===== src/rtl/silife_max7219_rx.sv =====
// silife_max7219_rx: decodes a MAX7219 daisy-chain SPI frame into per-device command words.
module silife_max7219_rx #(
  parameter int CHAIN = 16,
  parameter int SYNC_STAGES = 2,
  localparam int FB = 16 * CHAIN,
  localparam int CW = $clog2(FB + 2),
  localparam int DW = CHAIN > 1 ? $clog2(CHAIN) : 1
) (
  input  logic          clk,
  input  logic          reset,
  input  logic          i_spi_cs,
  input  logic          i_spi_sck,
  input  logic          i_spi_mosi,
  output logic          o_valid,
  output logic [DW-1:0] o_device,
  output logic [3:0]    o_addr,
  output logic [7:0]    o_data,
  output logic          o_frame_done,
  output logic          o_frame_error,
  output logic          o_busy
);
  typedef enum logic {IDLE, EMIT} state_t;
  state_t state, state_nxt;
  logic [SYNC_STAGES-1:0] cs_q, sck_q, mosi_q;
  logic cs_h, sck_h, cs_s, sck_s, mosi_s, cs_fall, cs_rise, sck_rise;
  logic [FB-1:0] shift_q, frame_q, src;
  logic [CW-1:0] cnt;
  logic [DW-1:0] idx;
  logic [11:0] word;
  logic go, fire, last, err_nxt;
  assign cs_s = cs_q[SYNC_STAGES-1];
  assign sck_s = sck_q[SYNC_STAGES-1];
  assign mosi_s = mosi_q[SYNC_STAGES-1];
  assign cs_fall = cs_h & ~cs_s;
  assign cs_rise = ~cs_h & cs_s;
  assign sck_rise = sck_s & ~sck_h & ~cs_s;
  // cs idles high, so the synchronizer resets to 1 to avoid a phantom edge
  always_ff @(posedge clk) begin
    if (reset) begin
      cs_q <= '1;
      sck_q <= '0;
      mosi_q <= '0;
      cs_h <= 1'b1;
      sck_h <= 1'b0;
    end else begin
      cs_q <= {cs_q[SYNC_STAGES-2:0], i_spi_cs};
      sck_q <= {sck_q[SYNC_STAGES-2:0], i_spi_sck};
      mosi_q <= {mosi_q[SYNC_STAGES-2:0], i_spi_mosi};
      cs_h <= cs_s;
      sck_h <= sck_s;
    end
  end
  always_ff @(posedge clk) begin
    if (reset) begin
      shift_q <= '0;
      cnt <= '0;
    end else begin
      if (sck_rise) shift_q <= {shift_q[FB-2:0], mosi_s};
      if (cs_fall) cnt <= '0;
      else if (sck_rise && cnt != CW'(FB + 1)) cnt <= cnt + 1'b1;
    end
  end
  always_ff @(posedge clk) begin
    if (reset) state <= IDLE;
    else state <= state_nxt;
  end
  always_comb state_nxt = state == IDLE ? (go && !last ? EMIT : IDLE) : (last ? IDLE : EMIT);
  // the first word comes straight from the shift register so it lands one clk after the cs edge
  always_comb begin
    go = state == IDLE && cs_rise && cnt == CW'(FB);
    fire = go || state == EMIT;
    last = idx == DW'(CHAIN - 1);
    src = state == IDLE ? shift_q : frame_q;
    word = src[16*idx +: 12];
    err_nxt = cs_rise && cnt != '0 && (state == EMIT || cnt != CW'(FB));
    o_busy = ~cs_s || state == EMIT;
  end
  always_ff @(posedge clk) begin
    if (reset) begin
      frame_q <= '0;
      idx <= '0;
      o_valid <= 1'b0;
      o_frame_done <= 1'b0;
      o_frame_error <= 1'b0;
      o_device <= '0;
      o_addr <= '0;
      o_data <= '0;
    end else begin
      if (go) frame_q <= shift_q;
      idx <= fire && !last ? idx + 1'b1 : '0;
      o_valid <= fire;
      o_frame_done <= fire && last;
      o_frame_error <= err_nxt;
      if (fire) begin
        o_device <= idx;
        o_addr <= word[11:8];
        o_data <= word[7:0];
      end
    end
  end
endmodule


===== config.mk =====
export PLATFORM = sky130hd
export DESIGN_NAME = silife_max7219_rx
export DESIGN_NICKNAME = d
export VERILOG_FILES = /design/src/rtl/silife_max7219_rx.sv
export SDC_FILE = /design/constraint.sdc
export NUM_CORES = 1
export LEC_CHECK = 0
export ABC_AREA = 1
export CAP_MARGIN = 30
export CORE_ASPECT_RATIO = 0.9
export CORE_MARGIN = 4
export CORE_UTILIZATION = 35
export DETAILED_ROUTE_END_ITERATION = 16
export PLACE_DENSITY = 0.52
export SYNTH_ARGS = -nofsm -noshare
export SYNTH_HDL_FRONTEND = slang
export SYNTH_SLANG_ARGS = --single-unit

===== constraint.sdc =====
create_clock -name clk -period 3.45 [get_ports clk]
set_input_delay 0.69 -clock clk [delete_from_list [all_inputs] [get_ports clk]]
set_output_delay 0.69 -clock clk [all_outputs]
set_load 0.01 [all_outputs]

==> results.sh <==
export IMPL_clock_path_buffers=3
export IMPL_wl_met1_mm=32.3
export IMPL_postSynthCellCount=2962
export IMPL_io_pins=25
export IMPL_nNetsFinal=2823
export IMPL_drt_iter0_markers=1778
export IMPL_grt_pass1_wl_mm=108
export IMPL_drv_cap=0
export IMPL_cts_setup_buffers=0
export IMPL_fillers=6141
export IMPL_finalHoldViolCount=0
export IMPL_fp_dieW_um=267
export IMPL_cts_repair_resized=0
export IMPL_status="finished clean"
export IMPL_synth_top_area_cell="dfxtp_1"
export IMPL_dpl_cell_count=3542
export IMPL_final_cell_count_no_fill=3641
export IMPL_end_kind="output pin"
export IMPL_ant_nets=0
export IMPL_crit_family="buffers and inverters"
export IMPL_drive_above_1_share_pct=5.14
export IMPL_rows=85
export IMPL_synth_fp_nets=2971
export IMPL_skew_ns=0.0159
export IMPL_path_buf_inv=2
export IMPL_start_kind="register"
export IMPL_path_clk_slew_ns=0.06
export IMPL_ir_drop_uv=321
export IMPL_antenna_found_initial=1
export IMPL_die_y_um=241
export IMPL_drc_errors=0
export IMPL_max_freq_mhz=351
export IMPL_regArea_sq_um=9720
export IMPL_hp_start="sck_q[0]$_SDFF_PP0_"
export IMPL_diodes=0
export IMPL_avgSynthCellArea_sq_um=7.11
export IMPL_io_buffers=24
export IMPL_fin_setup_tns_ns=0
export IMPL_synth_area_leaders="dfxtp_1, nand2_1, a21oi_1"
export IMPL_final_common_cell="nand2_1"
export IMPL_cts_root_buf="clkbuf_16"
export IMPL_whs_path_depth=2
export IMPL_crit_start="state$_SDFF_PP0_"
export IMPL_cp_required_ns=2.76
export IMPL_slew_headroom_pct=31.1
export IMPL_worst_r2r_path_depth=11
export IMPL_finalSetupViolCount=0
export IMPL_period_minus_slack_ns=2.85
export IMPL_h_tree_depth=2
export IMPL_grt_max_degree=215
export IMPL_reg2reg_from="state$_SDFF_PP0_"
export IMPL_fin_hold_ws_ns=0.404
export IMPL_p_leak_nw=8.74
export IMPL_core_area_sq_um=59700
export IMPL_cp_slowest_cell="dfxtp_4"
export IMPL_yosysSeqAreaShare_pct=46.1
export IMPL_netlist_area_leader_share_pct=46.1
export IMPL_vias=19900
export IMPL_crit_fanout=59
export IMPL_cp_num_cells=3
export IMPL_dp_hpwl_mm=35.7
export IMPL_ys_ff_latch=485
export IMPL_fin_crit_sh_pct=82.6
export IMPL_cp_data_arrival_time_ns=2.16
export IMPL_critPathKind="reg2out"
export IMPL_crit_chain="inv_6 > nand2_1 > clkdlybuf4s50_1"
export IMPL_hold_path_class="reg2reg"
export IMPL_routed_wl_mm=67.7
export IMPL_clkSinkCount=485
export IMPL_wl_met3_mm=4.47
export IMPL_gp_congestion=0.760
export IMPL_yosys_warnings=0
export IMPL_syn_to_final_growth_pct=11.6
export IMPL_numCtsBuffers=53
export IMPL_yosysUniqueCellTypes=32
export IMPL_clk_latency_ns=0.61
export IMPL_cts_hold_buf=0
export IMPL_multi_input_area_sq_um=9440
export IMPL_cts_tree="yes"
export IMPL_avgViaCountPerCell=5.45
export IMPL_grtUsageTotal_pct=20.6
export IMPL_max_slew_worst_pin_slew_ns=1.03
export IMPL_final_cell_mix="nand2_1, dfxtp_1, a21oi_1"
export IMPL_dieArea_sq_um=64200
export IMPL_synth_area_sq_um=21100
export IMPL_grt_overflow_total=0
export IMPL_start_util_pct=35.3
export IMPL_wire_per_inst_um=18.6
export IMPL_dr_wl_met2_mm=29.6
export IMPL_top_layer="met4"
export IMPL_rsz0062_at_grt="false"
export IMPL_dr_pass1_iters=5
export IMPL_grt_pass1_vias=19000
export IMPL_cpPeakStageDelay_ns=0.57
export IMPL_finalMaxSlewViolations=0
export IMPL_powerDensity_nw_per_um2=502
## flip-flops by register name, indices dropped and copies added, names as in the netlist, 4 cells and up
| register | cells |
|---|---|
| o_device | 4 |
| frame_q | 192 |
| cnt | 9 |
| o_addr | 4 |
| idx | 4 |
| o_data | 8 |
| shift_q | 252 |
## layer usage
metal  GRT usage, %  vias to the layer above
met3           3.27                      108
met2           32.3                      604
li1               -                     9583
met4           5.76                        0
met5              0                        -
met1           29.6                     9557
## cells in the mapped netlist
cell,instances
nand3_4,1
nand2_1,583
clkinv_1,1
a21oi_1,346
nand4_1,143
o21ai_0,293
inv_1,202
o211ai_1,5
nor2_4,2
o31ai_1,1
buf_2,88
a21oi_2,1
a211oi_1,48
buf_1,14
or2_2,2
o21ai_1,2
nand4_2,1
xor2_1,4
a211oi_2,3
xnor2_1,3
clkbuf_1,155
nand3b_1,1
nor3_4,1
nor2_1,264
nor3_1,3
ha_1,4
dfxtp_1,485
nand3_1,294
a311oi_1,1
buf_4,2
buf_6,5
inv_2,4
## worst reg2reg max path, delay by kind of cell, from the launching register on
family                 cells  cell delay (ns)
AND/OR/NAND/NOR            8             1.03
buffers and inverters      3             0.90
flip-flops                 1             0.45
## layout make-up
type | instances | area share [%]
Clock buffer | 86 | 7.17
Clock inverter | 13 | 0.516
Inverter | 207 | 3.36
Tap cell | 783 | 4.17
Multi-Input combinational cell | 2006 | 40.2
Timing Repair Buffer | 61 | 3.24
Sequential cell | 485 | 41.4
## logic make-up (layout without fill, tap and decap cells)
family | count (synthesis) | after routing | share of synthesized area (%)
AOI/OAI and AO/OA | 700 | 700 | 17.4
adders and majority gates | 4 | 4 | 0.238
xor gates and xnor gates | 7 | 7 | 0.291
DFF | 485 | 485 | 46.1
and+or+nand+nor | 1295 | 1295 | 26.8
buffers and inverters | 471 | 367 | 9.13
## stage by stage
stage               power (mW)  util, %  instance area [sq um]  setup slack [ns]
floorplan                 5.97        -                  21100              1.73
global route              12.2     39.4                  23500             0.499
detailed placement        6.06     36.4                  21700              1.04
CTS                       11.9     39.4                  23500             0.543
finish                    11.8     39.4                  23500             0.602
global placement          6.05     36.2                  21600              1.05
## report_power, final
group / total, mW / switching, mW / internal [mW] / leakage, nW
Combinational: 0.261 / 0.198 / 0.0628 / 3.93
Sequential: 5.68 / 0.0360 / 5.64 / 3.91
Clock: 5.86 / 2.39 / 3.47 / 0.896
Total: 11.8 / 2.62 / 9.18 / 8.74
## worst paths after layout
check	slack, ns	to
max reg2reg	0.98	o_addr[2]$_SDFFE_PP0N_
max	0.60	o_busy
min	0.40	sck_q[1]$_SDFF_PP0_
min reg2reg	0.40	sck_q[1]$_SDFF_PP0_
Power figures use the tool's default switching activity.
